[config.mk]
export PLATFORM = sky130hd
export DESIGN_NAME = char_buf_arbiter
export DESIGN_NICKNAME = d
export VERILOG_FILES = /design/src/rtl/char_buf_arbiter.sv
export SDC_FILE = /design/constraint.sdc
export NUM_CORES = 2
export LEC_CHECK = 0
export ABC_CLOCK_PERIOD_IN_PS = 4930
export BUFFER_PORTS_ARGS = -buffer_cell sky130_fd_sc_hd__buf_2
export CAP_MARGIN = 0
export CELL_PAD_IN_SITES_DETAIL_PLACEMENT = 1
export CELL_PAD_IN_SITES_GLOBAL_PLACEMENT = 1
export CORE_MARGIN = 1.5
export CORE_UTILIZATION = 51
export DETAILED_ROUTE_END_ITERATION = 12
export PLACE_DENSITY_LB_ADDON = 0.1
export SKIP_LAST_GASP = 1
export SYNTH_ARGS = -nofsm -noshare
export SYNTH_HDL_FRONTEND = slang
export SYNTH_SLANG_ARGS = --single-unit
[constraint.sdc]
create_clock -name clk -period 4.93 [get_ports clk]
set_input_delay 0.2465 -clock clk [delete_from_list [all_inputs] [get_ports clk]]
set_output_delay 0.2465 -clock clk [all_outputs]
set_load 0.02 [all_outputs]
[src/rtl/char_buf_arbiter.sv]
// char_buf_arbiter: character text buffer for the character-rectangle
// renderer. One registered read port serves the renderer. Two game-logic
// requesters (A: score/status, B: messages) share one write port through a
// round-robin arbiter. A full-buffer blanking sweep runs after reset and
// whenever clr is pulsed.
module char_buf_arbiter #(
  parameter int         TEXT_COLS  = 16,
  parameter int         TEXT_ROWS  = 16,
  parameter logic [7:0] BLANK_CHAR = 8'h20,
  parameter bit         VBLNK_ONLY = 1'b1
) (
  input  logic       clk,
  input  logic       rst,
  input  logic       vblnk_in,
  input  logic       clr,
  input  logic       req_a,
  input  logic [7:0] addr_a,
  input  logic [7:0] data_a,
  output logic       ack_a,
  input  logic       req_b,
  input  logic [7:0] addr_b,
  input  logic [7:0] data_b,
  output logic       ack_b,
  input  logic [7:0] char_xy_w,
  output logic [7:0] addr_x_w,
  output logic       busy,
  output logic       wr_err
);

  localparam int DEPTH = TEXT_COLS * TEXT_ROWS;
  localparam int AW    = (DEPTH > 1) ? $clog2(DEPTH) : 1;
  localparam logic [AW-1:0] LAST_IDX = AW'(DEPTH - 1);
  localparam logic [8:0]    DEPTH_W  = 9'(DEPTH);

  // The buffer is addressed with 8-bit indices, so it can never exceed 256.
  generate
    if (DEPTH > 256 || DEPTH < 1) begin : g_depth_check
      $error("char_buf_arbiter: TEXT_COLS*TEXT_ROWS must be in 1..256");
    end
  endgenerate

  typedef enum logic {
    ST_CLEAR = 1'b0,
    ST_SERVE = 1'b1
  } state_t;

  state_t        state_reg, state_next;
  logic [AW-1:0] cnt_reg, cnt_next;
  logic          rr_reg, rr_next;      // 0 = A has priority, 1 = B has priority
  logic [1:0]    ack_vec_reg;
  logic          wr_err_reg;

  // Requester-side views, index 0 = A, index 1 = B.
  logic [1:0]    req_vec;
  logic [7:0]    addr_vec [2];
  logic [7:0]    data_vec [2];
  logic [1:0]    elig;
  logic [1:0]    in_range;
  logic [1:0]    grant;
  logic          slot;

  // RAM write port controls.
  logic          we;
  logic [AW-1:0] wr_idx;
  logic [7:0]    wr_data;

  // Read side.
  logic [7:0]    mem [DEPTH];
  logic [7:0]    rd_data_reg;
  logic          rd_valid_reg;
  logic          rd_oob_reg;
  logic          rd_in_range;

  assign req_vec     = {req_b, req_a};
  assign addr_vec[0] = addr_a;
  assign addr_vec[1] = addr_b;
  assign data_vec[0] = data_a;
  assign data_vec[1] = data_b;

  // A requester whose ack is showing this cycle is still holding its old
  // request; skipping it prevents the same write from landing twice.
  generate
    for (genvar gi = 0; gi < 2; gi++) begin : g_req
      assign elig[gi]     = req_vec[gi] & ~ack_vec_reg[gi];
      assign in_range[gi] = ({1'b0, addr_vec[gi]} < DEPTH_W);
    end
  endgenerate

  // FSM state register: sweep state and sweep counter.
  always_ff @(posedge clk or negedge rst) begin
    if (!rst) begin
      state_reg <= ST_CLEAR;
      cnt_reg   <= '0;
    end else begin
      state_reg <= state_next;
      cnt_reg   <= cnt_next;
    end
  end

  // FSM next state: sweep until the last index, clr restarts from zero.
  always_comb begin
    state_next = state_reg;
    cnt_next   = cnt_reg;
    case (state_reg)
      ST_CLEAR: begin
        if (clr) begin
          cnt_next = '0;
        end else if (cnt_reg == LAST_IDX) begin
          state_next = ST_SERVE;
          cnt_next   = '0;
        end else begin
          cnt_next = cnt_reg + AW'(1);
        end
      end
      ST_SERVE: begin
        if (clr) begin
          state_next = ST_CLEAR;
          cnt_next   = '0;
        end
      end
      default: begin
        state_next = ST_CLEAR;
        cnt_next   = '0;
      end
    endcase
  end

  // FSM outputs: busy flag and the write-slot qualifier.
  always_comb begin
    busy = (state_reg == ST_CLEAR);
    slot = (state_reg == ST_SERVE) && (!VBLNK_ONLY || vblnk_in) && !clr;
  end

  // Round-robin grant: a lone eligible requester wins outright; a tie goes
  // to the priority side and hands priority to the other side.
  always_comb begin
    grant   = 2'b00;
    rr_next = rr_reg;
    if (slot) begin
      if (&elig) begin
        grant   = rr_reg ? 2'b10 : 2'b01;
        rr_next = ~rr_reg;
      end else begin
        grant = elig;
      end
    end
  end

  // RAM write mux: the sweep owns the port in CLEAR, a granted requester in
  // SERVE. Out-of-range requests are acked but never reach the RAM.
  always_comb begin
    we      = 1'b0;
    wr_idx  = cnt_reg;
    wr_data = BLANK_CHAR;
    if (state_reg == ST_CLEAR) begin
      we = 1'b1;
    end else if (grant[1]) begin
      we      = in_range[1];
      wr_idx  = addr_vec[1][AW-1:0];
      wr_data = data_vec[1];
    end else if (grant[0]) begin
      we      = in_range[0];
      wr_idx  = addr_vec[0][AW-1:0];
      wr_data = data_vec[0];
    end
  end

  // Ack / error pulses and arbitration pointer commit with the write.
  always_ff @(posedge clk or negedge rst) begin
    if (!rst) begin
      ack_vec_reg <= 2'b00;
      wr_err_reg  <= 1'b0;
      rr_reg      <= 1'b0;
    end else begin
      ack_vec_reg <= grant;
      wr_err_reg  <= |(grant & ~in_range);
      rr_reg      <= rr_next;
    end
  end

  assign ack_a  = ack_vec_reg[0];
  assign ack_b  = ack_vec_reg[1];
  assign wr_err = wr_err_reg;

  // Buffer RAM write port; contents are deliberately not reset.
  always_ff @(posedge clk) begin
    if (we) begin
      mem[wr_idx] <= wr_data;
    end
  end

  assign rd_in_range = ({1'b0, char_xy_w} < DEPTH_W);

  // Registered RAM read; same-cycle write to the same index returns old data.
  always_ff @(posedge clk) begin
    rd_data_reg <= mem[char_xy_w[AW-1:0]];
  end

  // Read qualifiers kept outside the RAM so the data register stays reset-free.
  always_ff @(posedge clk or negedge rst) begin
    if (!rst) begin
      rd_valid_reg <= 1'b0;
      rd_oob_reg   <= 1'b0;
    end else begin
      rd_valid_reg <= 1'b1;
      rd_oob_reg   <= ~rd_in_range;
    end
  end

  // Renderer output: zero out of reset, blank for indices past the buffer.
  always_comb begin
    if (!rd_valid_reg) begin
      addr_x_w = 8'h00;
    end else if (rd_oob_reg) begin
      addr_x_w = BLANK_CHAR;
    end else begin
      addr_x_w = rd_data_reg;
    end
  end

endmodule

# ---- Yosys cells after proc, flatten, opt, wreduce, memory -nomap -nowiden
# Memory sizes are Yosys's and may differ from the RTL's. A register that Yosys moved wholly into a read port is not among the register bits.
# Index checks and enable logic that the tools add are counted.
dict set report word_totals {
  ff_bits 13
  latch_bits 0
  ram_bits 2048
  rom_bits 0
  inputBits 46
  output_inout_bits 12
  wordCells 43
  memories 1
}
dict set report op_classes {
  n_addsub 1
  mul 0
  div 0
  n_lt_le_gt_ge 0
  n_eq_ne 2
  shifts 0
  muxes 23
  n_bitwise 6
  n_reduce_logical 5
}
# memory depth width rd rd_ports_with_merged_regs write_ports line_no
set memory_table {}
lappend memory_table {mem 256 8 1 1 1 68} ;# logic [7:0] mem [DEPTH];
# op count
set ops {}
lappend ops {{$mux 8} 10}
lappend ops {{$pmux 8 s2} 1}
lappend ops {{$add 8x1->8 const B} 1}
lappend ops {{$eq 8x8->1 const B} 1}
lappend ops {{$mux 1} 8}
lappend ops {{$mux 2} 3}
lappend ops {{$not 1->1} 4}
lappend ops {{$reduce_and 3->1} 1}
lappend ops {{$and 1x1->1} 2}
lappend ops {{$logic_and 1x1->1} 2}
lappend ops {{$ne 2x2->1 const B} 1}
lappend ops {{$pmux 1 s2} 1}
lappend ops {{$reduce_and 2->1} 1}
lappend ops {{$logic_not 1->1} 1}

# ---- Logic depth before layout (Yosys ltp)
dict set report depth {
  depth_word 10
  mapped_depth 11
  depth_no_buf 7
}

# ---- Least setup slack after synthesis
# Ideal clock, no wire load.
dict set report synth_path {
  path_kind {register to register}
  from {register state_reg}
  to {memory mem[0][5], data pin}
  setup_ns 0.902
  arrival_time_ns 4.576
  required_ns 4.028
  setup_slack_ns -0.548
  path_stages_with_launch 7
  n_path_buf 3
  synth_period_minus_slack_ns 5.478
  cell_sequence {dfrtp_1 buf_2 and3b_1 buf_4 o211ai_4 buf_4 o32a_1}
}
dict set report synth_via {
  elab_chain_len 6
}
# element line_no
set synth_rtl {}
lappend synth_rtl {{start, declared} 47} ;# state_t state_reg, state_next;
lappend synth_rtl {{start signal, assigned} 95} ;# state_reg <= state_next;
lappend synth_rtl {{$logic_and 1x1->1 (2 in a row)} 131} ;# slot = (state_reg == ST_SERVE) && (!VBLNK_ONLY || vblnk_in) && !clr;
lappend synth_rtl {{$mux 2} 139} ;# if (slot) begin
lappend synth_rtl {{$mux 8} 161} ;# end else if (grant[0]) begin
lappend synth_rtl {{$mux 8} 157} ;# end else if (grant[1]) begin
lappend synth_rtl {{$mux 8 *} 155} ;# if (state_reg == ST_CLEAR) begin
lappend synth_rtl {{via wr_data[5]} 65} ;# logic [7:0] wr_data;
lappend synth_rtl {{end, declared} 68}
# The timed path passes the listed nets; every way through them passes the cells marked *.

# ---- Worst setup path after layout
dict set report layout_path {
  from {register state_reg}
  to {memory mem[124][5] (enable)}
}
dict set report layout_via {
  elab_chain_len 8
  elab_cells_between_ends 11
  cone_classes {mux: 9; reduce/logical: 2}
}
# element line_no
set layout_rtl {}
lappend layout_rtl {{$logic_and 1x1->1 (2 in a row)} 131}
lappend layout_rtl {{$mux 2} 139}
lappend layout_rtl {{$mux 1} 161}
lappend layout_rtl {{$mux 1} 157}
lappend layout_rtl {{$mux 1} 155}
lappend layout_rtl {{$mux 1} 187} ;# if (we) begin
lappend layout_rtl {{$mux 1 (not written as such)} 188} ;# mem[wr_idx] <= wr_data;
# Parallel ways exist; a longest one is shown, timed or not.

==> run summary <==
Core Util, Final - 0.5782
worst skew pair latency - 0.85 ns
vias per cell - 6.427
Synthesis Warnings - 0
net count after synthesis - 3928
max-cap viol count - 0
number of design rule violations left after detail routing - 0
critical path class - register to register
worst setup slack for register-to-register paths - 0.57 ns
clock tree from TritonCTS - done
number of buffers inserted to repair setup after CTS - 0
most common cell after layout, fill and taps aside - edfxtp_1
row count - 146
Max IR drop VDD - 0.3474 mV
clock-pin slew reported for the worst setup and hold paths after clock tree synthesis - 0.06 ns
area of the die - 0.1611 mm^2
commonest cells after routing, fill and taps aside - edfxtp_1 (2048), mux4_2 (428), nor2_1 (279)
placed wire-length estimate after detailed placement - 140600 um
Clock power frac - 0.442
critical hold path startpoint - data_b[2]
number of global-route vias before repair - 42.54k
average size of a mapped cell - 20.85 um^2
mean routed wirelength per cell - 34.47 um
DRT Wirelength - 219300 um
number of I/O pins - 58
setup slack after placement - 0.6978 ns
worst hold path stage count - 2
critical-path cell list - and3b_1 -> o21a_1 -> o221ai_1 -> nor2_1 -> nand2_2 -> nor2_1
horizontal extent of the die - 401.4 um
final-stage net count - 4158
fin worst setup slack - 0.5733 ns
final total negative setup slack - 0 ns
synth-to-layout area growth - 12.88%
largest net degree at the start of global routing - 100
static leakage power - 33.08 nW
initial core utilization - 0.5122
slew at the pin closest to its max-slew limit - 1.248 ns
Reg2Reg Depth - 6
Worst Path Arrival - 4.81 ns
antenna violations before repair - 10
maximum operating frequency - 229.5 MHz
status - completed
CTS H-Tree Depth - 4
routability congestion estimate - 0.8457
final count of hold timing violations - 0
final standard cell count with taps included and fillers excluded - 6361
critical path data required time - 5.39 ns
Synth Cell Area - 0.08094 mm^2
overall track demand over capacity in global routing - 0.2762
Most common cell on crit path - nor2_1
Post-synth EDFFs - 2048
total power draw - 36.36 mW
ratio of cells with drive above 1 in the final layout - 0.2435
count of buffers inserted at the top-level ports - 56
Endpoint, Worst Hold - mem[195][2]
Power Density - 398.0 mW/mm^2
main flop type after synthesis - edfxtp_1
net switching power - 7.486 mW
clock tree sinks - 2069
Placement Cell Area - 0.08442 mm^2
cts bufs inserted - 205
number of fillers in the final layout - 13.19k
Clock Skews - 0.02510 ns
Largest register FFs - 2048
CP max stage cell - nor2_1
FF-to-FF End - mem[124][5]
fraction of registers with async set/reset - 0.006283
CP Capture Type - register
synth unique cells - 84
CORE AREA - 0.1580 mm^2
synthesis-stage register bit count - 2069
Synth area leaders - edfxtp_1 (76%), mux4_2 (12%), mux2i_1 (1.8%), a22oi_1 (1.5%), nor2_1 (1.3%)
relative max-transition margin - 0.1601
Gate power share - 0.033
die height - 401.4 um
cell count after synthesis - 3881
longest individual stage delay on the worst path - 0.85 ns
global-route wire length before repair - 316200 um
sequential share of the synthesized area - 0.7658
cell accounting for the most synthesized area - edfxtp_1
vias after detailed routing - 40.88k
antenna-violating nets left - 0
Worst Setup Start Kind - register
cell total after placement - 5971
Crit Path Max Fanout - 16
final cycle utilization of the critical path - 0.8837
switching part of the total power - 0.2059
number of buffers on the longest clock path - 3
cell chosen for the clock root - clkbuf_16
worst hold slack across all endpoints - 0.1393 ns
final non-filler cell area - 0.09136 mm^2
path class of the lowest-slack min-delay path - primary input to register
global route overflow - 0
unrepaired setup endpoints after global routing - no
drt initial violations - 4568
post-synth top area share - 0.7598
max-slew violation count - 0
detailed-routing iteration count for the pre-antenna-repair pass - 6
Critical R2R Launch - state_reg
crit path time final - 4.357 ns
proportion of power drawn by flip-flops and latches - 0.525
internal cell power - 28.87 mW
Finish-stage setup viols - 0
[metal layers]
metal  global-route usage  wire length [um]
met5                    0                29
met4              0.08205              6161
met3              0.04880             17580
met2               0.4259            103000
met1               0.4081             92520
[timing repair]
item,4_1_cts,5_1_grt
resized for setup,0,0
hold buffers,5,0
hold endpoints to repair,23,0
[critical path: cells and delay by family, from the launching register on]
family,cells,cell delay (ns)
AND/OR/NAND/NOR,4,2.69
AO/OA/AOI/OAI,2,0.75
flip-flops,1,0.48
[area by class of cell]
cell class,instances,area [um^2],share of cell area
diodes,1,2.502,0.00002739
well taps,2072,2592,0.02838
clock inverters,141,1553,0.01700
flip-flops and latches,2069,61980,0.6785
inverters,8,30.03,0.0003287
multi-input cells,1573,17600,0.1926
repair buffers,254,2262,0.02476
clock buffers,243,5336,0.05841
[Yosys cell counts (7+ instances only)]
master and n:
nand2b_1 7, dfrtp_1 13, mux4_2 428, a21oi_1 94
clkbuf_1 71, nand3_1 36, a22o_1 15, and2_1 13
nor3_2 7, buf_2 67, a22oi_1 163, nor3_1 25
buf_4 45, nor4_1 23, buf_6 19, nor2b_1 12
inv_1 7, a211oi_1 13, mux4_1 15, edfxtp_1 2048
buf_1 12, nand2_1 57, dfxtp_1 8, o221ai_1 48
o22ai_1 29, a21boi_0 14, nor2_1 282, buf_12 8
mux2i_1 144, o21ai_0 17
[logic make-up (layout without fill, tap and decap cells)]
group                      Yosys count  count (layout)  share of synthesized area
DFF                               2069            2069                     0.7658
muxes                              591             591                     0.1423
and+or+nand+nor                    520             520                    0.03053
AOI/OAI and AO/OA                  454             454                    0.04200
buffers and inverters              239             646                    0.01850
xor gates and xnor gates             5               5                  0.0005412
other                                2               3                 0.00009279
adders and majority gates            1               1                  0.0001546
[power groups by stage]
stage / Clock, mW / Sequential (mW) / Combinational [mW]
2_1_floorplan: 0 / 19.4 / 0.740
3_3_place_gp: 0 / 19.5 / 1.18
3_5_place_dp: 0 / 19.5 / 1.19
4_1_cts: 16.3 / 19.1 / 1.19
5_1_grt: 16.8 / 19.1 / 1.24
6_report: 16.1 / 19.1 / 1.19
[how the worst max path moves through the flow]
stage | start | to | depth (start not counted)
final | state_reg | mem[124][5] | 6
after global routing | state_reg | mem[119][3] | 6
after CTS | ack_vec_reg[0] | mem[19][7] | 7
after detailed placement | ack_vec_reg[0] | mem[19][4] | 7
after global placement | ack_vec_reg[0] | mem[19][4] | 7
after floorplan | ack_vec_reg[0] | mem[0][0] | 4
No activity file was read; power rests on OpenSTA's default activity.
